==> config.mk <==
export PLATFORM = sky130hd
export DESIGN_NAME = audio_mixer
export DESIGN_NICKNAME = d
export VERILOG_FILES = /design/src/rtl/audio_mixer.sv
export SDC_FILE = /design/constraint.sdc
export NUM_CORES = 1
export LEC_CHECK = 0
export CAP_MARGIN = 25
export CORE_ASPECT_RATIO = 1.4
export CORE_UTILIZATION = 60
export DETAILED_ROUTE_END_ITERATION = 16
export PLACE_DENSITY = 0.93
export SYNTH_ARGS = -nofsm -noshare
export SYNTH_HDL_FRONTEND = slang
export SYNTH_SLANG_ARGS = --single-unit
==> constraint.sdc <==
create_clock -name clk_i -period 7.6 [get_ports clk_i]
set_input_delay 1.14 -clock clk_i [delete_from_list [all_inputs] [get_ports clk_i]]
set_output_delay 1.14 -clock clk_i [all_outputs]
set_load 0.005 [all_outputs]
==> src/rtl/audio_mixer.sv <==
// Multi-channel stereo mixer: time-multiplexed gain MAC, saturation and I2S-aligned output.
// Define AUDIO_MIXER_PEAK_EN to add the peak_l/peak_r magnitude meters and peak_clear input.
module audio_mixer #(
    parameter int unsigned NUM_CH = 4,
    parameter int unsigned IN_W   = 16,
    parameter int unsigned OUT_W  = 24,
    parameter int unsigned GAIN_W = 8,
    localparam int unsigned AddrW = (NUM_CH > 1) ? $clog2(NUM_CH) : 1
) (
    input  logic                     clk_i,
    input  logic                     rst_ni,
    input  logic                     next_sample_i,
    input  logic [NUM_CH*IN_W-1:0]   ch_left_i,
    input  logic [NUM_CH*IN_W-1:0]   ch_right_i,
    input  logic [AddrW-1:0]         gain_addr_i,
    input  logic [GAIN_W-1:0]        gain_wrdata_i,
    input  logic                     gain_write_i,
    output logic [GAIN_W-1:0]        gain_rddata_o,
    input  logic                     master_mute_i,
    input  logic                     clip_clear_i,
    output logic [OUT_W-1:0]         left_out_o,
    output logic [OUT_W-1:0]         right_out_o,
    output logic                     out_valid_o,
    output logic                     busy_o,
    output logic                     clip_l_o,
    output logic                     clip_r_o,
`ifdef AUDIO_MIXER_PEAK_EN
    input  logic                     peak_clear_i,
    output logic [OUT_W-2:0]         peak_l_o,
    output logic [OUT_W-2:0]         peak_r_o,
`endif
    output logic                     overrun_o
);

    localparam int unsigned AccW = IN_W + GAIN_W + $clog2(NUM_CH) + 1;
    localparam int unsigned PW   = IN_W + GAIN_W + 1;
    localparam logic [GAIN_W-1:0] GainUnity = {1'b1, {(GAIN_W-1){1'b0}}};
    localparam logic signed [AccW-1:0] SatMax = {{(AccW-IN_W){1'b0}}, {IN_W{1'b1}}};
    localparam logic signed [AccW-1:0] SatMin = {{(AccW-IN_W){1'b1}}, {IN_W{1'b0}}};
    localparam logic [AddrW-1:0] LastIdx = AddrW'(NUM_CH - 1);
    localparam logic [AddrW:0]   NumChL  = (AddrW+1)'(NUM_CH);

    typedef enum logic [1:0] {StIdle, StMac, StSat, StOut} state_e;

    state_e state_q, state_d;

    logic [GAIN_W-1:0]        gain_q   [NUM_CH];
    logic signed [IN_W-1:0]   snap_l_q [NUM_CH];
    logic signed [IN_W-1:0]   snap_r_q [NUM_CH];
    logic [AddrW-1:0]         idx_q;
    logic signed [AccW-1:0]   acc_l_q, acc_r_q;
    logic signed [IN_W:0]     sat_l_q, sat_r_q;
    logic signed [OUT_W-1:0]  left_out_q, right_out_q;
    logic                     out_valid_q, clip_l_q, clip_r_q, overrun_q;
    logic                     pend_valid_q;
    logic [AddrW-1:0]         pend_addr_q;
    logic [GAIN_W-1:0]        pend_data_q;

    logic                     addr_ok;
    logic signed [PW-1:0]     gain_ext, prod_l, prod_r;
    logic signed [AccW-1:0]   mix_l, mix_r;
    logic signed [IN_W:0]     sat_l_d, sat_r_d;
    logic                     hit_l, hit_r;
    logic                     clip_set_l, clip_set_r, ovr_set;

    assign addr_ok = {1'b0, gain_addr_i} < NumChL;

    always_comb begin
        state_d = state_q;
        case (state_q)
            StIdle:  if (next_sample_i) state_d = StMac;
            StMac:   if (idx_q == LastIdx) state_d = StSat;
            StSat:   state_d = StOut;
            StOut:   state_d = StIdle;
            default: state_d = StIdle;
        endcase
    end

    always_ff @(posedge clk_i or negedge rst_ni) begin
        if (!rst_ni) state_q <= StIdle;
        else         state_q <= state_d;
    end

    // Gain is unsigned: zero-extend before the signed multiply.
    always_comb begin
        gain_ext = $signed(PW'({1'b0, gain_q[idx_q]}));
        prod_l   = PW'(snap_l_q[idx_q]) * gain_ext;
        prod_r   = PW'(snap_r_q[idx_q]) * gain_ext;
    end

    always_comb begin
        mix_l   = acc_l_q >>> (GAIN_W - 1);
        mix_r   = acc_r_q >>> (GAIN_W - 1);
        sat_l_d = mix_l[IN_W:0];
        sat_r_d = mix_r[IN_W:0];
        hit_l   = 1'b0;
        hit_r   = 1'b0;
        if (mix_l > SatMax) begin
            sat_l_d = SatMax[IN_W:0];
            hit_l   = 1'b1;
        end else if (mix_l < SatMin) begin
            sat_l_d = SatMin[IN_W:0];
            hit_l   = 1'b1;
        end
        if (mix_r > SatMax) begin
            sat_r_d = SatMax[IN_W:0];
            hit_r   = 1'b1;
        end else if (mix_r < SatMin) begin
            sat_r_d = SatMin[IN_W:0];
            hit_r   = 1'b1;
        end
        if (master_mute_i) begin
            sat_l_d = '0;
            sat_r_d = '0;
            hit_l   = 1'b0;
            hit_r   = 1'b0;
        end
    end

    assign clip_set_l = (state_q == StSat) && hit_l;
    assign clip_set_r = (state_q == StSat) && hit_r;
    assign ovr_set    = next_sample_i && (state_q != StIdle);

    always_ff @(posedge clk_i or negedge rst_ni) begin
        if (!rst_ni) begin
            for (int i = 0; i < NUM_CH; i++) begin
                gain_q[i]   <= GainUnity;
                snap_l_q[i] <= '0;
                snap_r_q[i] <= '0;
            end
            idx_q        <= '0;
            acc_l_q      <= '0;
            acc_r_q      <= '0;
            sat_l_q      <= '0;
            sat_r_q      <= '0;
            left_out_q   <= '0;
            right_out_q  <= '0;
            out_valid_q  <= 1'b0;
            clip_l_q     <= 1'b0;
            clip_r_q     <= 1'b0;
            overrun_q    <= 1'b0;
            pend_valid_q <= 1'b0;
            pend_addr_q  <= '0;
            pend_data_q  <= '0;
        end else begin
            out_valid_q <= (state_q == StOut);
            clip_l_q    <= clip_set_l | (clip_l_q & ~clip_clear_i);
            clip_r_q    <= clip_set_r | (clip_r_q & ~clip_clear_i);
            overrun_q   <= ovr_set | (overrun_q & ~clip_clear_i);
            case (state_q)
                StIdle: begin
                    if (next_sample_i) begin
                        for (int i = 0; i < NUM_CH; i++) begin
                            snap_l_q[i] <= ch_left_i[i*IN_W +: IN_W];
                            snap_r_q[i] <= ch_right_i[i*IN_W +: IN_W];
                        end
                        idx_q   <= '0;
                        acc_l_q <= '0;
                        acc_r_q <= '0;
                    end
                    if (gain_write_i && addr_ok) gain_q[gain_addr_i] <= gain_wrdata_i;
                end
                StMac: begin
                    acc_l_q <= acc_l_q + AccW'(prod_l);
                    acc_r_q <= acc_r_q + AccW'(prod_r);
                    idx_q   <= idx_q + AddrW'(1);
                end
                StSat: begin
                    sat_l_q <= sat_l_d;
                    sat_r_q <= sat_r_d;
                end
                StOut: begin
                    left_out_q  <= OUT_W'(sat_l_q) <<< (OUT_W - IN_W - 1);
                    right_out_q <= OUT_W'(sat_r_q) <<< (OUT_W - IN_W - 1);
                    // Pending write first so a write landing on this very cycle wins.
                    if (pend_valid_q) gain_q[pend_addr_q] <= pend_data_q;
                    if (gain_write_i && addr_ok) gain_q[gain_addr_i] <= gain_wrdata_i;
                    pend_valid_q <= 1'b0;
                end
                default: ;
            endcase
            if (gain_write_i && addr_ok && (state_q == StMac || state_q == StSat)) begin
                pend_valid_q <= 1'b1;
                pend_addr_q  <= gain_addr_i;
                pend_data_q  <= gain_wrdata_i;
            end
        end
    end

`ifdef AUDIO_MIXER_PEAK_EN
    logic [OUT_W-2:0] peak_l_q, peak_r_q;

    // Magnitude of the most negative value saturates to the largest positive one.
    function automatic logic [OUT_W-2:0] mag(input logic signed [OUT_W-1:0] v);
        logic signed [OUT_W-1:0] n;
        n = -v;
        if (!v[OUT_W-1])     return v[OUT_W-2:0];
        else if (n[OUT_W-1]) return '1;
        else                 return n[OUT_W-2:0];
    endfunction

    always_ff @(posedge clk_i or negedge rst_ni) begin
        if (!rst_ni) begin
            peak_l_q <= '0;
            peak_r_q <= '0;
        end else if (peak_clear_i) begin
            peak_l_q <= out_valid_q ? mag(left_out_q) : '0;
            peak_r_q <= out_valid_q ? mag(right_out_q) : '0;
        end else if (out_valid_q) begin
            if (mag(left_out_q) > peak_l_q)  peak_l_q <= mag(left_out_q);
            if (mag(right_out_q) > peak_r_q) peak_r_q <= mag(right_out_q);
        end
    end

    assign peak_l_o = peak_l_q;
    assign peak_r_o = peak_r_q;
`endif

    assign gain_rddata_o = addr_ok ? gain_q[gain_addr_i] : '0;
    assign left_out_o    = left_out_q;
    assign right_out_o   = right_out_q;
    assign out_valid_o   = out_valid_q;
    assign busy_o        = (state_q != StIdle);
    assign clip_l_o      = clip_l_q;
    assign clip_r_o      = clip_r_q;
    assign overrun_o     = overrun_q;

endmodule

======== Yosys cells after proc, flatten, opt, wreduce, memory -nomap -nowiden ========
Cells that the tools add are included.
cells by class
  multipliers ............................. 2
  multiplexer cells ....................... 46
  equality and inequality tests ........... 7
  $add $sub $neg .......................... 3
  bitwise operators ....................... 10
  order comparisons ....................... 9
  reduce and logical (&&, ||, !) cells .... 16
operators with widths
  operator                                                                           number
  32-bit 2-to-1 mux                                                                  4
  27-bit one-hot mux with 2 select lines                                             2
  17-bit 2-to-1 mux                                                                  6
  32-bit bitwise mux                                                                 3
  16-bit binary-select mux with 2-bit select                                         2
  16-bit 2-to-1 mux                                                                  4
  32-bit one-hot mux with 2 select lines                                             1
  27-bit by 25-bit adder with 27-bit output                                          2
  16-bit by 9-bit multiplier with 25-bit output                                      2
  8-bit 2-to-1 mux                                                                   6
  20-bit by 17-bit greater-than comparator with 1-bit output, second input constant  2
  20-bit by 17-bit < comparator with 1-bit output, second input constant             2
  8-bit binary-select mux with 2-bit select                                          2
  8-bit demux with 2-bit select                                                      2
  27-bit 2-to-1 mux                                                                  1
  3-bit greater-or-equal comparator, second input constant                           3
  2-bit inverter with 3-bit output                                                   3
  1-bit 2-to-1 mux                                                                   8
  2-bit one-hot mux with 4 select lines                                              1
  2-bit AND reduction                                                                4
  2-bit nonzero test                                                                 4
  2-bit == test, second input constant                                               3
  1-bit logical AND                                                                  6
  3-bit by 1-bit < comparator with 1-bit output, second input constant               2
  10 further kinds                                                                   18
storage, ports and cells
  flip-flop bits (word level) ............. 301
  bits of input ports ..................... 144

======== Longest topological paths before layout ========
  depth in word-level cells ............... 11
  depth in mapped cells ................... 27
  gate-level depth less buffers ........... 23

======== Worst setup path before layout ========
No wires, ideal clock.
  kind .................................... reg2reg
  start point ............................. register idx_q[0]
  end point ............................... register acc_l_q[24]
  required time ........................... 7.470 ns
  data arrival time ....................... 6.228 ns
  setup time .............................. 0.130 ns
  path buffers ............................ 2
  stages on the path, launching flop included .. 24
  slack ................................... 1.242 ns
  cell sequence ........................... dfrtp_1 buf_2 buf_1 mux4_2 and2_1 fa_1 fa_1 inv_1 fa_1 inv_1 fa_1 inv_1 fa_1 inv_1 ha_1 a211oi_2 o211ai_2 a32oi_2 a21oi_2 a2111oi_1 nor3_1 a21oi_1 xor2_1 o21ai_1
between the ends
  longest elaborated chain between the ends .. 7
  elaborated cells between the ends (all ways) .. 10
  those cells by class .................... add/sub (1); mul (1); mux (7); bitwise (1)
RTL lines
  element                                                                                                         line    text
  start: declaration                                                                                              50      logic [AddrW-1:0] idx_q;
  start signal: assignment                                                                                        166     idx_q <= idx_q + AddrW'(1);
  2-bit inverter with 3-bit output (not written as such) *                                                        86, 87
  16-bit binary-select mux with 2-bit select / 8-bit binary-select mux with 2-bit select (equally long branches)  87, 86
  16-bit 2-to-1 mux (not written as such) / 8-bit 2-to-1 mux (equally long branches) (2 in a row)                 87, 86
  16-bit by 9-bit multiplier with 25-bit output *                                                                 87      prod_l = PW'(snap_l_q[idx_q]) * gain_ext;
  27-bit by 25-bit adder with 27-bit output *                                                                     164     acc_l_q <= acc_l_q + AccW'(prod_l);
  27-bit one-hot mux with 2 select lines *                                                                        150     case (state_q)
  end signal: assignment                                                                                          164
  end: declaration                                                                                                51      logic signed [AccW-1:0] acc_l_q, acc_r_q;
Every way passes the cells marked *; elsewhere a longest branch is shown, timed or not. The select of a mux whose other input is x is not followed.
A chain may end at the register's enable or synchronous reset.

======== Worst setup path after layout ========
  start point ............................. register idx_q[1]
  end point ............................... register acc_r_q[26]
between the ends
  longest elaborated chain between the ends .. 7
  elaborated cells between the ends (all ways) .. 10
  those cells by class .................... add/sub (1); mul (1); mux (7); bitwise (1)
RTL lines
  element                                                                                                         line    text
  2-bit inverter with 3-bit output (not written as such) *                                                        86, 88
  16-bit binary-select mux with 2-bit select / 8-bit binary-select mux with 2-bit select (equally long branches)  88, 86
  16-bit 2-to-1 mux (not written as such) / 8-bit 2-to-1 mux (equally long branches) (2 in a row)                 88, 86
  16-bit by 9-bit multiplier with 25-bit output *                                                                 88      prod_r = PW'(snap_r_q[idx_q]) * gain_ext;
  27-bit by 25-bit adder with 27-bit output *                                                                     165     acc_r_q <= acc_r_q + AccW'(prod_r);
  27-bit one-hot mux with 2 select lines *                                                                        150
  end signal: assignment                                                                                          165
  end: declaration                                                                                                51
Marked as above.

==> impl_results.md <==
* Synthesis warning total at 0
* Final worst slack at 0.6033 ns
* CTS tree: yes
* Number of buffers created by CTS at 29
* Die height at 238.2 um
* Clk slew on worst S/H paths at 0.07 ns
* WP data arrival at 7.44 ns
* Final count of hold timing violations at 0
* Average cell area after synthesis at 10.43 um^2
* WP buf/inv at 5
* Worst Path Required at 8.05 ns
* Leading cell type in the layout, fill and taps excluded: inv_1
* Area of the core at 0.03928 mm^2
* Crit path cell chain: buf_4, mux2_2, o21ai_1, nor2_1, fa_1, fa_1, inv_1, fa_1, inv_1, fa_1, inv_1, fa_1, inv_1, ha_1, o21ai_0, nor2_1, o2111ai_1, a211o_1, nand4_1, a31oi_1, xnor2_1, a21oi_1, o22ai_1
* DR vias/cell at 5.726
* Cells after Synth at 2293
* Final TNS setup at 0 ns
* Critical path's top delay family: adder cells
* # IOs at 205
* Worst-Margin Slew at 0.9887 ns
* Slowest CP cell: dfrtp_2
* Final Wtd Congestion at 0.9653
* Final nets at 2976
* Initial Util at 60.89%
* Total die area at 0.04067 mm^2
* Pre-CTS setup slack at 0.7575 ns
* Max cap viols at 0
* WS Path Type: reg -> reg
* Max layer used: met4
* Ys flop type: dfrtp_1
* DRC at 0
* Hold_ws at 0.5019 ns
* WL/cell at 19.07 um
* #FFs+latches synth at 301
* Setup crit end kind: register
* Outcome: finished, final reports clean
* Tightest Hold Check Type: reg -> reg
* DR WL met3 at 3.754 mm
* Metal1 wirelength at 21.89 mm
* RSZ-0062 raised after global routing: no
* Final min period at 6.997 ns
* Hpwl dp at 44.57 mm
* CTS Buffer Depth at 3
* CP Launch Type: register
* Vias in the first global route at 18650
* Initial antenna violation count at 1
* Clk sinks at 301
* Grt ovf at 0
* Max FO, Critical Path at 24
* FFs w/ async S/R, synth at 100.0%
* Post-cts resize count at 0
* Insertion delay to the later sink of the worst-skew pair at 0.58 ns
* Port bufs at 190
* Post-route ant nets at 0
* Post-layout util at 69.42%
* H-tree depth at 1
* Post-Syn Area at 0.02392 mm^2
* Largest stage delay on the critical path at 0.76 ns
* Seq/Total Area, Yosys at 31.52%
* Netlist cell types at 65
* Clk root buf: clkbuf_16
* Setup Viol. Count Final at 0
* Routed wire length at 57.33 mm
* Fin. max-slew vios at 0
* Most used cell, CP: fa_1
* Most frequent cells in the layout: inv_1, dfrtp_1, fa_1, nand2_1, clkdlybuf4s50_1
* Layout Area Growth over Synthesis at 14.00%
* Hold-fix buffers, CTS at 0
* Global-route wire length before repair at 94.83 mm
* Rel. slew slack at 34.08%
* Width of the chip at 170.7 um
* GRT Overall Usage at 29.75%
* Via count at 17210
* Max Fclk at 142.9 MHz
* WL met2 at 28.95 mm
* DR pass1 iterations at 5
* 1st-iter DRT viols at 1018
* Worst Clk Skew at 0.01274 ns
* Period utilisation layout at 92.06%
* Core Rows at 86
* Maximum number of pins on one net before global-route repair at 170
* Number of synthesized flops with an enable pin at 0
* Post-CTS Setup Bufs at 0
* Layout cell share with drive strength beyond 1 at 12.80%
## cell type report
type | instances | area [um^2]
inverter | 417 | 1565
clock buffer | 37 | 815.8
sequential | 301 | 7540
antenna | 1 | 2.502
fill | 2712 | 12010
multi-input combinational | 1495 | 14470
tap | 528 | 660.6
clock inverter | 16 | 132.6
timing repair buffer | 211 | 2074
## cell usage after synthesis (5+ instances only)
cell type | instances | area share, %
nand3_1 | 12 | 0.25
mux2_2 | 182 | 8.6
nand2_1 | 200 | 3.1
a211oi_1 | 6 | 0.19
nor2_1 | 138 | 2.2
dfrtp_1 | 297 | 31
nor3_1 | 10 | 0.21
o21a_1 | 5 | 0.16
mux4_2 | 39 | 3.7
nand2b_1 | 5 | 0.13
buf_4 | 14 | 0.44
o21ai_0 | 52 | 1.1
nand4_1 | 5 | 0.13
xor2_1 | 24 | 0.88
a22o_1 | 9 | 0.33
o21bai_1 | 8 | 0.25
a21o_1 | 23 | 0.72
and2_1 | 105 | 2.7
o21ai_1 | 27 | 0.57
buf_2 | 7 | 0.15
a31oi_1 | 8 | 0.21
o22ai_1 | 64 | 1.7
nor2b_1 | 5 | 0.13
mux2i_1 | 15 | 0.63
buf_1 | 11 | 0.17
a21oi_1 | 82 | 1.7
inv_1 | 417 | 6.5
xnor2_1 | 22 | 0.81
a221oi_1 | 6 | 0.22
ha_1 | 123 | 6.4
clkbuf_1 | 61 | 0.96
fa_1 | 254 | 21
## metrics by stage
step                instance area, um^2  cells
global placement                  26290   2949
floorplan                         23960   2306
CTS                               27250   3004
global route                      27260   3006
finish                            27260   3006
detailed placement                26310   2951
## registers in the layout, indices dropped and copies added (netlist names)
name and count:
acc_l_q 27, acc_r_q 27, clip_l_o 1, clip_r_o 1
gain_q 32, idx_q 2, left_out_o 17, out_valid_o 1
overrun_o 1, pend_addr_q 2, pend_data_q 8, pend_valid_q 1
right_out_o 17, sat_l_q 17, sat_r_q 17, snap_l_q 64
snap_r_q 64, state_q 2
## cell families after synthesis
kind of cell	Yosys count	synth area share [%]
compound gates	327	8.617
xor+xnor	46	1.685
fa+ha+maj	377	27.70
buf+inv	510	8.261
flops	301	31.52
mux	236	12.87
other cells	1	0.01568
simple gates	495	9.339
## metal layers
metal / vias up / GRT usage [%]
met4: 0 / 14.66
met1: 8510 / 37.05
met5: - / 0
met2: 775 / 50.64
met3: 201 / 4.329
li1: 7727 / -
## final timing paths
| path | start | end | slack (ns) | cells after the start |
|---|---|---|---|---|
| worst max register to register | idx_q[1]$_DFFE_PN0P_ | acc_r_q[26]$_DFFE_PN0P_ | 0.60 | 23 |
| worst min-delay path | snap_r_q[48]$_DFFE_PN0P_ | snap_r_q[48]$_DFFE_PN0P_ | 0.50 | 1 |
| max in group asynchronous | rst_ni | snap_l_q[42]$_DFFE_PN0P_ | 5.45 | 2 |
| worst min register to register | snap_r_q[48]$_DFFE_PN0P_ | snap_r_q[48]$_DFFE_PN0P_ | 0.50 | 1 |
| worst max-delay path | idx_q[1]$_DFFE_PN0P_ | acc_r_q[26]$_DFFE_PN0P_ | 0.60 | 23 |
| min in group asynchronous | rst_ni | pend_data_q[7]$_DFFE_PN0P_ | 0.70 | 1 |
Power is left out: the tool's default activity adds up to more than one toggle a clock period on the data nets, which glitch-free logic cannot reach.
